**src/rtl/counter_pkg.sv**
```systemverilog
// counter_pkg: shared direction state type and default counter width
package counter_pkg;
  typedef enum logic {DIR_UP, DIR_DOWN} dir_t;
  localparam int DEFAULT_WIDTH = 8;
endpackage

```
**src/rtl/button_sync_edge.sv**
```systemverilog
// button_sync_edge: 2-flop synchroniser and rising-edge pulse; COUNTER_DEBOUNCE_EN inserts a stable-sample filter
module button_sync_edge #(
  parameter int DEBOUNCE_CYCLES = 4
) (
  input  logic clk,
  input  logic clr,
  input  logic btn,
  output logic pulse
);
  logic [1:0] sync;
  logic lvl, lvl_d;
  if (DEBOUNCE_CYCLES < 1) begin : g_bad_debounce
    $error("DEBOUNCE_CYCLES must be at least 1");
  end
  always_ff @(posedge clk) begin
    sync  <= clr ? 2'b00 : {sync[0], btn};
    lvl_d <= clr ? 1'b0 : lvl;
  end
`ifdef COUNTER_DEBOUNCE_EN
  localparam int CW = $clog2(DEBOUNCE_CYCLES) + 1;
  logic [CW-1:0] cnt;
  logic filt;
  // The filtered level flips only once the synchronised input has disagreed with it for DEBOUNCE_CYCLES samples in a row
  always_ff @(posedge clk) begin
    if (clr) begin
      filt <= 1'b0;
      cnt  <= '0;
    end else if (sync[1] == filt) cnt <= '0;
    else if (cnt == CW'(DEBOUNCE_CYCLES - 1)) begin
      filt <= sync[1];
      cnt  <= '0;
    end else cnt <= cnt + 1'b1;
  end
  assign lvl = filt;
`else
  assign lvl = sync[1];
`endif
  assign pulse = lvl & ~lvl_d;
endmodule

```
**src/rtl/updown_counter_param.sv**
```systemverilog
// updown_counter_param: wrapping up/down counter with load, terminal-count pulse and button-toggled direction
// Define COUNTER_DEBOUNCE_EN to debounce the choose button.
module updown_counter_param
  import counter_pkg::*;
#(
  parameter int              WIDTH           = DEFAULT_WIDTH,
  parameter longint unsigned MAX_COUNT       = (64'd1 << WIDTH) - 64'd1,
  parameter int              DEBOUNCE_CYCLES = 4
) (
  input  logic             clk,
  input  logic             clr,
  input  logic             enable,
  input  logic             load,
  input  logic [WIDTH-1:0] data,
  input  logic             choose,
  output logic [WIDTH-1:0] q,
  output logic             dir,
  output logic             tc
);
  localparam logic [WIDTH-1:0] MAXV = MAX_COUNT[WIDTH-1:0];
  if (MAX_COUNT >= (64'd1 << WIDTH)) begin : g_bad_max
    $error("MAX_COUNT does not fit in WIDTH bits");
  end
  dir_t state, state_nx;
  logic pulse, wrap;
  button_sync_edge #(.DEBOUNCE_CYCLES(DEBOUNCE_CYCLES)) u_choose (
    .clk  (clk),
    .clr  (clr),
    .btn  (choose),
    .pulse(pulse)
  );
  always_ff @(posedge clk) state <= clr ? DIR_UP : state_nx;
  always_comb begin
    state_nx = state;
    if (pulse && enable) state_nx = (state == DIR_UP) ? DIR_DOWN : DIR_UP;
  end
  assign dir  = (state == DIR_DOWN);
  assign wrap = dir ? (q == '0) : (q == MAXV);
  // Counting uses the registered direction, so a toggle on the same edge affects only the following step
  always_ff @(posedge clk) begin
    if (clr) begin
      q  <= '0;
      tc <= 1'b0;
    end else if (load) begin
      q  <= (data > MAXV) ? MAXV : data;
      tc <= 1'b0;
    end else if (enable) begin
      q  <= wrap ? (dir ? MAXV : '0) : (dir ? q - 1'b1 : q + 1'b1);
      tc <= wrap;
    end else tc <= 1'b0;
  end
endmodule

```
**config.mk**
```make
export PLATFORM = sky130hd
export DESIGN_NAME = updown_counter_param
export DESIGN_NICKNAME = d
export VERILOG_FILES = /design/src/rtl/counter_pkg.sv /design/src/rtl/button_sync_edge.sv /design/src/rtl/updown_counter_param.sv
export SDC_FILE = /design/constraint.sdc
export NUM_CORES = 1
export LEC_CHECK = 0
export ABC_CLOCK_PERIOD_IN_PS = 2100
export CORE_UTILIZATION = 43
export DETAILED_ROUTE_END_ITERATION = 6
export GPL_ROUTABILITY_DRIVEN = 0
export PLACE_DENSITY_LB_ADDON = 0.2
export SETUP_SLACK_MARGIN = 0.05
export SYNTH_ARGS = -nofsm -noshare
export SYNTH_HDL_FRONTEND = slang
export SYNTH_SLANG_ARGS = --single-unit
```
**constraint.sdc**
```tcl
create_clock -name clk -period 2.1 [get_ports clk]
set_clock_uncertainty 0.2 [all_clocks]
set_input_delay 0.63 -clock clk [delete_from_list [all_inputs] [get_ports clk]]
set_output_delay 0.63 -clock clk [all_outputs]
set_load 0.01 [all_outputs]
```
==> results by group <==
Synthesis
  • Main synth FF type: dfxtp_1
  • Netlist Area Pre-Place: around 920 um2
  • Yosys reg bits: 13
  • Register area share after synthesis: about 28%
  • Net Count, Synth: between 100 and 150
  • Yosys warns: 0
  • Mean area per synthesized cell: 7.70 um2
  • Netlist cell types: 32
  • Async SR Flop Fraction: 0%
  • EDFF count, synth: 0
  • Cells after synthesis: 119

Global route
  • Largest net degree at the start of global routing: 13
  • Initial antenna violation count: 0
  • Overall routing resource usage: ~24%
  • First-pass GRT wire length: between 3000 and 4000 um
  • Vias in the first global route: 894
  • Total grt overflow: 0

Floorplan
  • Die Area: about 2300 um2
  • DIE HEIGHT: 48.2 um
  • Core area: around 2000 um2
  • Die X-Extent: between 40 and 50 um
  • Initial Util: 46.2%
  • Row cnt: 16
  • Io pins: 23

Power and ir drop
  • Tot Pwr: ~0.65 mW
  • Internal Pwr Total: around 0.44 mW
  • Sequential share of power: approximately 43%
  • IR drop worst, VDD: about 340 uV
  • PwrDens: 490 nW/um2
  • Combinational Power Share: about 31%
  • Net Sw Frac: about a third
  • Sw power: roughly 0.21 mW
  • Clock network power share: between 20 and 30%
  • Leakage: 0.614 nW

Drt
  • Vias per inst: around 5.6
  • Via count: about 1000
  • # DRC: 0
  • ANT nets after route: 0
  • Post-DR wirelength/cell: roughly 14 um
  • Pre-antenna DRT Iters: 4
  • Routed WL: ~2600 um
  • DRT iter0 DRCs: 29

Setup path
  • Startpoint Class: flip-flop
  • Worst Path Arrival: slightly above 2000 ps
  • Worst-path fanout max: 5
  • Crit-path cells: buf_4 -> ha_1 -> a21oi_2 -> o21ai_0 -> or3_1 -> a21boi_1 -> o21a_1
  • Type of the worst setup path: flip-flop to flip-flop
  • Critical-path top delay cell: dfxtp_4
  • Critical path required time: between 2000 and 2500 ps
  • Crit. End Element: flip-flop
  • Worst Path Buf+Inv: 1
  • CP peak stage delay: roughly 370 ps
  • Top delay family on crit path: compound AO/OA/AOI/OAI gates

Clock tree
  • Clk_lat worst skew: slightly below 300 ps
  • CTS sink cnt: 13
  • CTS Hold Bufs: 0
  • Cts bufs inserted: 3
  • CTS tree: done
  • Root Driver: clkbuf_4
  • Clk slew on worst S/H paths: 90 ps
  • Max clock buf depth: 2
  • H-tree levels: 1

Finish
  • Syn-to-layout area delta: 45.8%
  • Final Non-Filler Cells: ~180
  • Nets: ~180
  • Antenna diodes: 0
  • Layout cells sized above 1: between 20% and 30%

Timing
  • Final worst path period need: 2020 ps
  • Fin Hold WS: about 260 ps
  • Slew @ Worst Pin: ~420 ps
  • Final hold vios: 0
  • Final period util: 96.3%
  • Setup violators final: 0
  • Max-slew headroom: about 70%
  • Unrepaired setup endpoints after global routing: true
  • Max-slew violation count: 0
  • Fmax: about 0.49 GHz

Placement
  • I/O Buffers: 22
  • HPWL after detailed placement: roughly 1800 um
  • Placed Cells: ~180

Outcome
  • Outcome: complete, no violations

Min path
  • Min-delay worst type: flip-flop to flip-flop

Job
  • Total of max-cap violations: 0
[area by class of cell]
cell class / count / area (um2)
flip-flops and latches: 13 / 273
well taps: 27 / 33.8
clock buffers: 4 / 26.3
multi-input cells: 95 / 651
repair buffers: 36 / 329
fillers: 157 / 647
inverters: 6 / 22.5
[metrics by stage]
stage	worst slack (ps)	util (%)	setup TNS (ps)	cell area [um2]
finish	78.5	67.4	0	1340
global route	-3.47	67.4	-3.47	1340
CTS	49.1	64.9	0	1290
detailed placement	-67.5	62.3	-67.5	1230
global placement	13.3	62.3	0	1230
floorplan	111	-	0	917
[synthesized netlist by cell type, types with 3 or more instances]
master,number,area [um2]
nor2_1,15,56.3
nand3_1,5,25.0
xnor2_1,3,26.3
ha_1,6,75.1
nor3_1,7,35.0
clkbuf_1,4,15.0
dfxtp_1,13,260
nor2b_1,5,31.3
inv_1,6,22.5
o21ai_0,8,40.0
a21oi_1,15,75.1
nand2_1,4,15.0
or3_1,3,18.8
[path summary, 6_finish.rpt]
check	start	endpoint	slack [ps]	cells after the start
worst max register to register	dir	q[7]	80	7
worst min-delay path	u_choose.sync[0]	u_choose.sync[1]	260	1
worst max-delay path	dir	q[7]	80	7
worst min register to register	u_choose.sync[0]	u_choose.sync[1]	260	1
[cells in the final DEF (no fill, tap or decap), types with 2 or more instances in the layout]
cell,n
a21o_1,2
a21oi_1,13
a31oi_1,2
buf_4,14
clkbuf_4,3
clkdlybuf4s50_1,13
dfxtp_1,5
dfxtp_2,7
dlygate4sd2_1,5
dlymetal6s2s_1,4
ha_1,5
inv_1,6
nand2_1,4
nand3_1,5
nand3b_1,2
nor2_1,15
nor2b_1,5
nor3_1,7
o21ai_0,7
or2_2,2
or3_1,2
xnor2_1,3
[kinds of logic (layout without fill, tap and decap cells)]
kind of cell             Yosys count  after routing  synth area share (%)
buffers and inverters             11             46                  5.33
flip-flops                        13             13                  28.4
XOR/XNOR                           3              3                  2.87
AND/OR/NAND/NOR                   49             49                  27.5
AO/OA/AOI/OAI                     35             35                  24.5
adder cells (fa/ha/maj)            7              7                  10.4
multiplexers                       1              1                  1.09
[worst reg2reg max path: cells and delay by family (launching register included)]
| kind | cells | cell delay [ps] |
|---|---|---|
| compound gates | 4 | 550 |
| fa+ha+maj | 1 | 360 |
| buf+inv | 1 | 140 |
| flops | 1 | 370 |
| simple gates | 1 | 350 |
[power groups by stage]
stage          logic, mW  registers (mW)  clock network [mW]
2_1_floorplan     0.0973           0.291                   0
3_3_place_gp       0.190           0.287                   0
3_5_place_dp       0.193           0.287                   0
4_1_cts            0.196           0.282               0.171
5_1_grt            0.222           0.285               0.183
6_report           0.204           0.282               0.168
[flip-flops by register name, summed over array words and instances (netlist names)]
register        cells
dir                 1
u_choose.sync       2
q                   8
tc                  1
u_choose.lvl_d      1
[repair_timing]
action | CTS | global route
setup endpoints to repair | 10 | 11
setup buffers | 1 | 1
gates cloned | 0 | 0
pin swaps | 1 | 2
resized for setup | 16 | 12
[layer usage]
metal,wire (um),up-vias,GRT usage [%]
li1,-,498,-
met1,1080,464,29.4
met2,1240,53,41.6
met3,177,7,3.70
met5,0,-,0
met4,49,0,12.2
Power figures use the tool's default switching activity.
